`src/rtl/uart_frame_tx.sv`:
```
// uart_frame_tx: 8N1 command-frame transmitter with a write-side byte
// FIFO, CTSn flow control and terminator (end-of-frame) detection.
module uart_frame_tx #(
  parameter int DATA_W = 8,
  parameter int FIFO_DEPTH = 16,
  parameter int BAUD_DIV = 32,
  parameter logic [DATA_W-1:0] TERM_CHAR = 8'h00
) (
  input  logic                          PCLK,
  input  logic                          RESET,
  input  logic [DATA_W-1:0]             wr_data,
  input  logic                          wr_valid,
  output logic                          wr_ready,
  input  logic                          CTSn,
  output logic                          TXD,
  output logic                          busy,
  output logic                          frame_done,
  output logic [$clog2(FIFO_DEPTH):0]   fifo_level
);

  localparam int AW = $clog2(FIFO_DEPTH);
  localparam int LW = AW + 1;
  localparam int BW = $clog2(BAUD_DIV);
  localparam int CW = $clog2(DATA_W + 1);

  typedef enum logic [1:0] {
    IDLE,
    START,
    DATA,
    STOP
  } state_t;

  state_t state, state_n;

  logic [DATA_W-1:0] mem [FIFO_DEPTH];
  logic [AW-1:0]     wr_ptr;
  logic [AW-1:0]     rd_ptr;
  logic [DATA_W-1:0] shift;
  logic [DATA_W-1:0] tx_byte;
  logic [BW-1:0]     baud_cnt;
  logic [CW-1:0]     bit_cnt;
  logic [1:0]        cts_sync;

  logic push, pop, cts_ok, can_go;
  logic baud_last, bit_last;
  logic txd_n, fd_n;

  // Ready comes from the registered level only: a pop never frees a slot
  // for a write in the same cycle.
  assign wr_ready  = (fifo_level != LW'(FIFO_DEPTH));
  assign push      = wr_valid & wr_ready;
  assign cts_ok    = ~cts_sync[1];
  assign can_go    = (fifo_level != '0) & cts_ok;
  assign baud_last = (baud_cnt == BW'(BAUD_DIV - 1));
  assign bit_last  = (bit_cnt == CW'(DATA_W - 1));
  assign busy      = (state != IDLE);

  always_comb begin
    state_n = state;
    pop     = 1'b0;
    fd_n    = 1'b0;
    txd_n   = 1'b1;
    unique case (state)
      IDLE: begin
        if (can_go) begin
          pop     = 1'b1;
          state_n = START;
        end
      end
      START: begin
        txd_n = 1'b0;
        if (baud_last) state_n = DATA;
      end
      DATA: begin
        txd_n = shift[0];
        if (baud_last && bit_last) state_n = STOP;
      end
      STOP: begin
        if (baud_last) begin
          fd_n = (tx_byte == TERM_CHAR);
          // Flow control is only honoured here, between frames.
          if (can_go) begin
            pop     = 1'b1;
            state_n = START;
          end else begin
            state_n = IDLE;
          end
        end
      end
      default: state_n = IDLE;
    endcase
  end

  always_ff @(posedge PCLK) begin
    if (push) mem[wr_ptr] <= wr_data;
  end

  always_ff @(posedge PCLK) begin
    if (RESET) begin
      state      <= IDLE;
      TXD        <= 1'b1;
      frame_done <= 1'b0;
      cts_sync   <= 2'b11;
      wr_ptr     <= '0;
      rd_ptr     <= '0;
      fifo_level <= '0;
      shift      <= '0;
      tx_byte    <= '0;
      baud_cnt   <= '0;
      bit_cnt    <= '0;
    end else begin
      state      <= state_n;
      TXD        <= txd_n;
      frame_done <= fd_n;
      cts_sync   <= {cts_sync[0], CTSn};
      if (push) wr_ptr <= wr_ptr + AW'(1);
      if (pop) rd_ptr <= rd_ptr + AW'(1);
      if (push && !pop) begin
        fifo_level <= fifo_level + LW'(1);
      end else if (pop && !push) begin
        fifo_level <= fifo_level - LW'(1);
      end
      if (pop) begin
        shift    <= mem[rd_ptr];
        tx_byte  <= mem[rd_ptr];
        baud_cnt <= '0;
      end else if (state == IDLE) begin
        baud_cnt <= '0;
      end else if (baud_last) begin
        baud_cnt <= '0;
        if (state == START) begin
          bit_cnt <= '0;
        end else if (state == DATA) begin
          shift   <= shift >> 1;
          bit_cnt <= bit_cnt + CW'(1);
        end
      end else begin
        baud_cnt <= baud_cnt + BW'(1);
      end
    end
  end

endmodule

```
`config.mk`:
```
export PLATFORM = sky130hd
export DESIGN_NAME = uart_frame_tx
export DESIGN_NICKNAME = d
export VERILOG_FILES = /design/src/rtl/uart_frame_tx.sv
export SDC_FILE = /design/constraint.sdc
export NUM_CORES = 1
export LEC_CHECK = 0
export BUFFER_PORTS_ARGS = -buffer_cell sky130_fd_sc_hd__buf_2
export CAP_MARGIN = 20
export CORE_UTILIZATION = 50
export CTS_CLUSTER_DIAMETER = 60
export CTS_CLUSTER_SIZE = 10
export DETAILED_ROUTE_END_ITERATION = 10
export PLACE_DENSITY = 0.71
export SYNTH_ARGS = -nofsm -noshare
export SYNTH_HDL_FRONTEND = slang
export SYNTH_SLANG_ARGS = --single-unit
```
`constraint.sdc`:
```
create_clock -name PCLK -period 4.3 [get_ports PCLK]
set_input_delay 0.86 -clock PCLK [delete_from_list [all_inputs] [get_ports PCLK]]
set_output_delay 0.86 -clock PCLK [all_outputs]
set_load 0.01 [all_outputs]
```
==> summary.md <==
The overall die width is 121.0 um, and the final worst-path cycle share is 0.7478. The arrival time at the worst endpoint was 3.56 ns; the power density normalized to cell area was 509.7 mW/mm2. Before antenna repair, the detailed router went through 4 iterations. In this run the most critical hold path is launched from tx_byte[1]$_SDFFE_PP0N_. The clock input transition at the sequential cells of the worst setup and hold paths was 0.06 ns; the count of H-tree levels built during CTS was 4. Endpoint of the worst hold path: frame_done$_SDFF_PP0_.

In this run the worst path has a maximum fanout of 6. The flip-flop and latch count after synthesis works out to 176. The tools report the launch point of the worst reg-to-reg path as baud_cnt[0]$_SDFF_PP0_. The tools report the buffer cell driving the clock tree root as sky130_fd_sc_hd__clkbuf_16. TritonCTS built the clock tree. For the worst clock skew, the log shows 0.01392 ns.

The run gives 0 as the initial antenna violation count. The clock reaches the later pin of the worst-skew pair after 0.43 ns. The floorplan step set the die height to 121.0 um.

The fraction of post-synthesis cell area in the top cell type by area was 0.5425; the layout net count was 503. Transition at the pin with the smallest max-transition slack: 0.9093 ns. The logs give 0 for the final-report hold violation count and 0.7998 for the final RePlAce weighted congestion.

Together, buffers and inverters on the worst path number 2. In the post-synthesis netlist, the biggest area contributors are sky130_fd_sc_hd__edfxtp_1 54%, sky130_fd_sc_hd__dfxtp_1 14%, sky130_fd_sc_hd__mux4_2 10%. The highest metal layer carrying signal wires in the routed design is met4. The logs give 0 for the remaining global-route overflow and 835 um for the detailed route wirelength on metal3. For this run, design rule violations remaining after detail routing come to 0. The multi-input combinational cells in the finished layout cover a total of 0.002140 mm2. Setup repair after global routing left no endpoint under its margin.

The slowest stage of the critical path is the sky130_fd_sc_hd__a2111oi_4 cell. The worst path in the final design needs a cycle of 3.216 ns, including I/O delays and setup. Dividing the detail-routed via count by the number of cells gives 5.626.

The number of cells traversed by the worst hold path was 1. The worst setup path is of the flip-flop to flip-flop kind. Summing every instance area after synthesis gives 0.007086 mm2. The count of fill cells added during filler insertion is 1055. Yosys mapped the design onto 44 distinct sky130hd cell types. Setup violations remaining at the end of the flow were counted as 0. STA puts the critical path data required time at 4.64 ns.

In this run the static leakage power is 2.658 nW. The run gives 0 as the max-slew violation total from the final report. Global-route wire length before repair: 20470 um. The post-synthesis cell type with the largest combined area is sky130_fd_sc_hd__edfxtp_1. In this run, CTS created clock tree buffers numbering 17. The cell count after synthesis came out at 450.

For the total of hold buffers inserted after clock tree synthesis, the log shows 0. Entering global routing, the biggest net connects 43 pins. The proportion of layout cells with a drive suffix above 1 was 0.2140; the cell count after placement was 634. The placeable core area was 0.01383 mm2. The number of global-route vias before repair was 3941.

Buffers added to address setup during post-CTS repair amount to 0. During placement, the flow inserted port buffers numbering 20. The sort of element at the start of the critical path was a flip-flop. Summing all flip-flop and latch instances after layout gives 0.004807 mm2. The detail route stage leaves a number of antenna-violating nets equal to 0.

During synthesis, Yosys emitted a total of 0 warnings. Post-CTS repair changed the size of 0 cells. The global routing usage summed across all routing layers was 0.1938.

The flow ran to the end, and the final reports show no timing, DRC or antenna violations. The logs give 1.08 ns for the minimum setup slack among reg-to-reg paths and 3747 for the total via count after detailed routing. The number of buffers on the longest clock path was 2. The run gives 176 as the total clock sinks. The initial standard-cell utilization of the core is 0.5124, and the synthesized area per cell is 15.75 um2. The cell that appears most often on the critical path is sky130_fd_sc_hd__ha_1. The sequential-to-total area share from yosys stat came out at 0.6781. For this block, wires on met1 add up to 5240 um.

Measured in cells, the most critical reg-to-reg path has a length of 14. In this design, the stage delay of the slowest critical-path cell is 0.37 ns. The wire-length estimate of the detail-placed layout is 8082 um. In this run the count of I/O pins placed on the die edge is 21. The timing-limited maximum frequency is 311.0 MHz, and the number of non-filler instances in the completed layout is 666. The kind of cell adding the most delay to the critical path was compound AO/OA/AOI/OAI gates. Detailed routing placed a total of 6475 um of wire on met2. The routed design has 12770 um of wire. The layout overhead on the synthesized area works out to 12.10%. The logs give 479 for the post-synth net total and 0.0003877 V for the peak supply drop. The number of maximum-capacitance violations came out at 0. The signal on the critical path passes through ha_1 -> and3_1 -> ha_1 -> a21oi_1 -> a2111oi_4 -> inv_2 -> ha_1 -> inv_1 -> ha_1 -> a21o_1 -> a21oi_1 -> xnor2_1 -> or3_1 -> a21oi_1. The setup TNS is 0 ns, and the wire length per cell after detailed routing is 19.17 um. The tightest slew margin relative to the limit was 0.3915. After the first detailed-routing iteration, the DRC count stood at 313. The number of standard-cell rows in the floorplan came out at 43. The min-delay analysis places its worst path in the category flip-flop to flip-flop. The floorplan step defined a die boundary enclosing 0.01465 mm2. In this run the critical register-to-register path is captured at fifo_level[4]$_SDFFE_PP0P_.

The total inserted antenna cells came out at 0. STA classifies the critical path endpoint as a flip-flop.
worst register-to-register path, cell delays in order, from the launching register on:
cell                        delay (ns)
sky130_fd_sc_hd__dfxtp_1          0.36
sky130_fd_sc_hd__ha_1             0.20
sky130_fd_sc_hd__and3_1           0.17
sky130_fd_sc_hd__ha_1             0.25
sky130_fd_sc_hd__a21oi_1          0.14
sky130_fd_sc_hd__a2111oi_4        0.37
sky130_fd_sc_hd__inv_2            0.09
sky130_fd_sc_hd__ha_1             0.21
sky130_fd_sc_hd__inv_1            0.13
sky130_fd_sc_hd__ha_1             0.29
sky130_fd_sc_hd__a21o_1           0.19
sky130_fd_sc_hd__a21oi_1          0.17
sky130_fd_sc_hd__xnor2_1          0.09
sky130_fd_sc_hd__or3_1            0.30
sky130_fd_sc_hd__a21oi_1          0.17
cell families (layout without fill, tap and decap cells):
family | after synthesis | count (layout) | synth area share
mux | 45 | 45 | 0.1218
xor+xnor | 12 | 12 | 0.01483
simple gates | 131 | 131 | 0.09518
fa+ha+maj | 17 | 17 | 0.03108
compound gates | 39 | 39 | 0.03903
flops | 176 | 176 | 0.6781
buf+inv | 30 | 66 | 0.01995
metal layers:
layer	GRT usage	up-vias
met1	0.2433	1859
met4	0.08102	0
met3	0.04699	17
li1	-	1762
met5	0	-
met2	0.3218	109
state kept, by name, indices dropped and copies added, names as in the netlist, 2 cells and up, named ones only:
| name | cells |
|---|---|
| cts_sync | 2 |
| fifo_level | 5 |
| baud_cnt | 5 |
| tx_byte | 8 |
| rd_ptr | 4 |
| bit_cnt | 4 |
| state | 2 |
| wr_ptr | 4 |
| mem | 128 |
| shift | 8 |
where the power goes:
group	internal, W	total, W	switching, W
sequential	0.00191	0.00198	0.0000689
combinational	0.000234	0.000539	0.000306
clock	0.000866	0.00153	0.000665
through the flow:
stage | setup slack, ns | hold slack [ns] | util | total power (W) | instance area [um2]
6_report | 1.084 | 0.4205 | 0.5744 | 0.004049 | 7943
3_3_place_gp | 1.283 | 0.4024 | 0.5311 | 0.002535 | 7343
2_1_floorplan | 1.226 | 0.3895 | - | 0.002399 | 7086
3_5_place_dp | 1.164 | 0.4194 | 0.5311 | 0.002558 | 7343
4_1_cts | 1.090 | 0.4268 | 0.5730 | 0.004082 | 7923
5_1_grt | 0.7929 | 0.4412 | 0.5744 | 0.004217 | 7943
cell usage after synthesis:
cell type / n
sky130_fd_sc_hd__xor2_1: 6
sky130_fd_sc_hd__buf_2: 5
sky130_fd_sc_hd__a21o_1: 2
sky130_fd_sc_hd__inv_2: 1
sky130_fd_sc_hd__a21oi_1: 14
sky130_fd_sc_hd__a21boi_2: 1
sky130_fd_sc_hd__nor2_1: 49
sky130_fd_sc_hd__ha_1: 16
sky130_fd_sc_hd__mux2i_1: 12
sky130_fd_sc_hd__or4b_1: 1
sky130_fd_sc_hd__and3_1: 2
sky130_fd_sc_hd__nor4_1: 2
sky130_fd_sc_hd__inv_1: 8
sky130_fd_sc_hd__a22oi_1: 14
sky130_fd_sc_hd__o21bai_1: 1
sky130_fd_sc_hd__a2111oi_4: 1
sky130_fd_sc_hd__buf_4: 4
sky130_fd_sc_hd__edfxtp_1: 128
sky130_fd_sc_hd__buf_1: 2
sky130_fd_sc_hd__and2_1: 5
sky130_fd_sc_hd__o21ai_0: 2
sky130_fd_sc_hd__nor4_2: 7
sky130_fd_sc_hd__nor3b_1: 1
sky130_fd_sc_hd__a2111oi_0: 1
sky130_fd_sc_hd__nand2b_1: 3
sky130_fd_sc_hd__o21ai_1: 1
sky130_fd_sc_hd__nand4_1: 3
sky130_fd_sc_hd__clkbuf_1: 9
sky130_fd_sc_hd__fa_1: 1
sky130_fd_sc_hd__or2_0: 1
sky130_fd_sc_hd__nand2_1: 22
sky130_fd_sc_hd__xnor2_1: 6
sky130_fd_sc_hd__nand3b_1: 1
sky130_fd_sc_hd__mux4_2: 33
sky130_fd_sc_hd__nor3_1: 22
sky130_fd_sc_hd__or2_2: 2
sky130_fd_sc_hd__buf_6: 1
sky130_fd_sc_hd__o2bb2ai_1: 1
sky130_fd_sc_hd__nor4_4: 1
sky130_fd_sc_hd__nand3_1: 4
sky130_fd_sc_hd__or3_1: 2
sky130_fd_sc_hd__a211oi_1: 1
sky130_fd_sc_hd__dfxtp_1: 48
sky130_fd_sc_hd__nor2b_1: 3
layout by cell type, fill, tap and decap left out, drive strengths merged, types with 4 or more instances in the layout:
cell type / count
nand3: 4
a22oi: 14
edfxtp: 128
buf: 26
clkbuf: 17
ha: 16
xor2: 6
a21oi: 14
clkinv: 4
mux4: 33
dfxtp: 48
nor4: 10
inv: 17
nor2: 49
mux2i: 12
xnor2: 6
nand2: 22
nor3: 22
and2: 5
layout make-up:
class | count | area share
clock buffers | 17 | 0.05356
clock inverters | 14 | 0.01938
inverters | 9 | 0.004253
multi-input cells | 244 | 0.2694
flip-flops and latches | 176 | 0.6052
well taps | 180 | 0.02836
repair buffers | 26 | 0.01985
worst max path at each step:
stage | start | endpoint | slack, ns | cells past startpoint
global route | baud_cnt[0]$_SDFF_PP0_ | fifo_level[4]$_SDFFE_PP0P_ | 0.79 | 14
finish | baud_cnt[0]$_SDFF_PP0_ | fifo_level[4]$_SDFFE_PP0P_ | 1.08 | 14
floorplan | baud_cnt[0]$_SDFF_PP0_ | fifo_level[4]$_SDFFE_PP0P_ | 1.23 | 15
CTS | baud_cnt[0]$_SDFF_PP0_ | fifo_level[4]$_SDFFE_PP0P_ | 1.09 | 14
detailed placement | baud_cnt[0]$_SDFF_PP0_ | fifo_level[4]$_SDFFE_PP0P_ | 1.16 | 14
global placement | baud_cnt[0]$_SDFF_PP0_ | fifo_level[4]$_SDFFE_PP0P_ | 1.28 | 14
(Power assumes the default switching activity.)
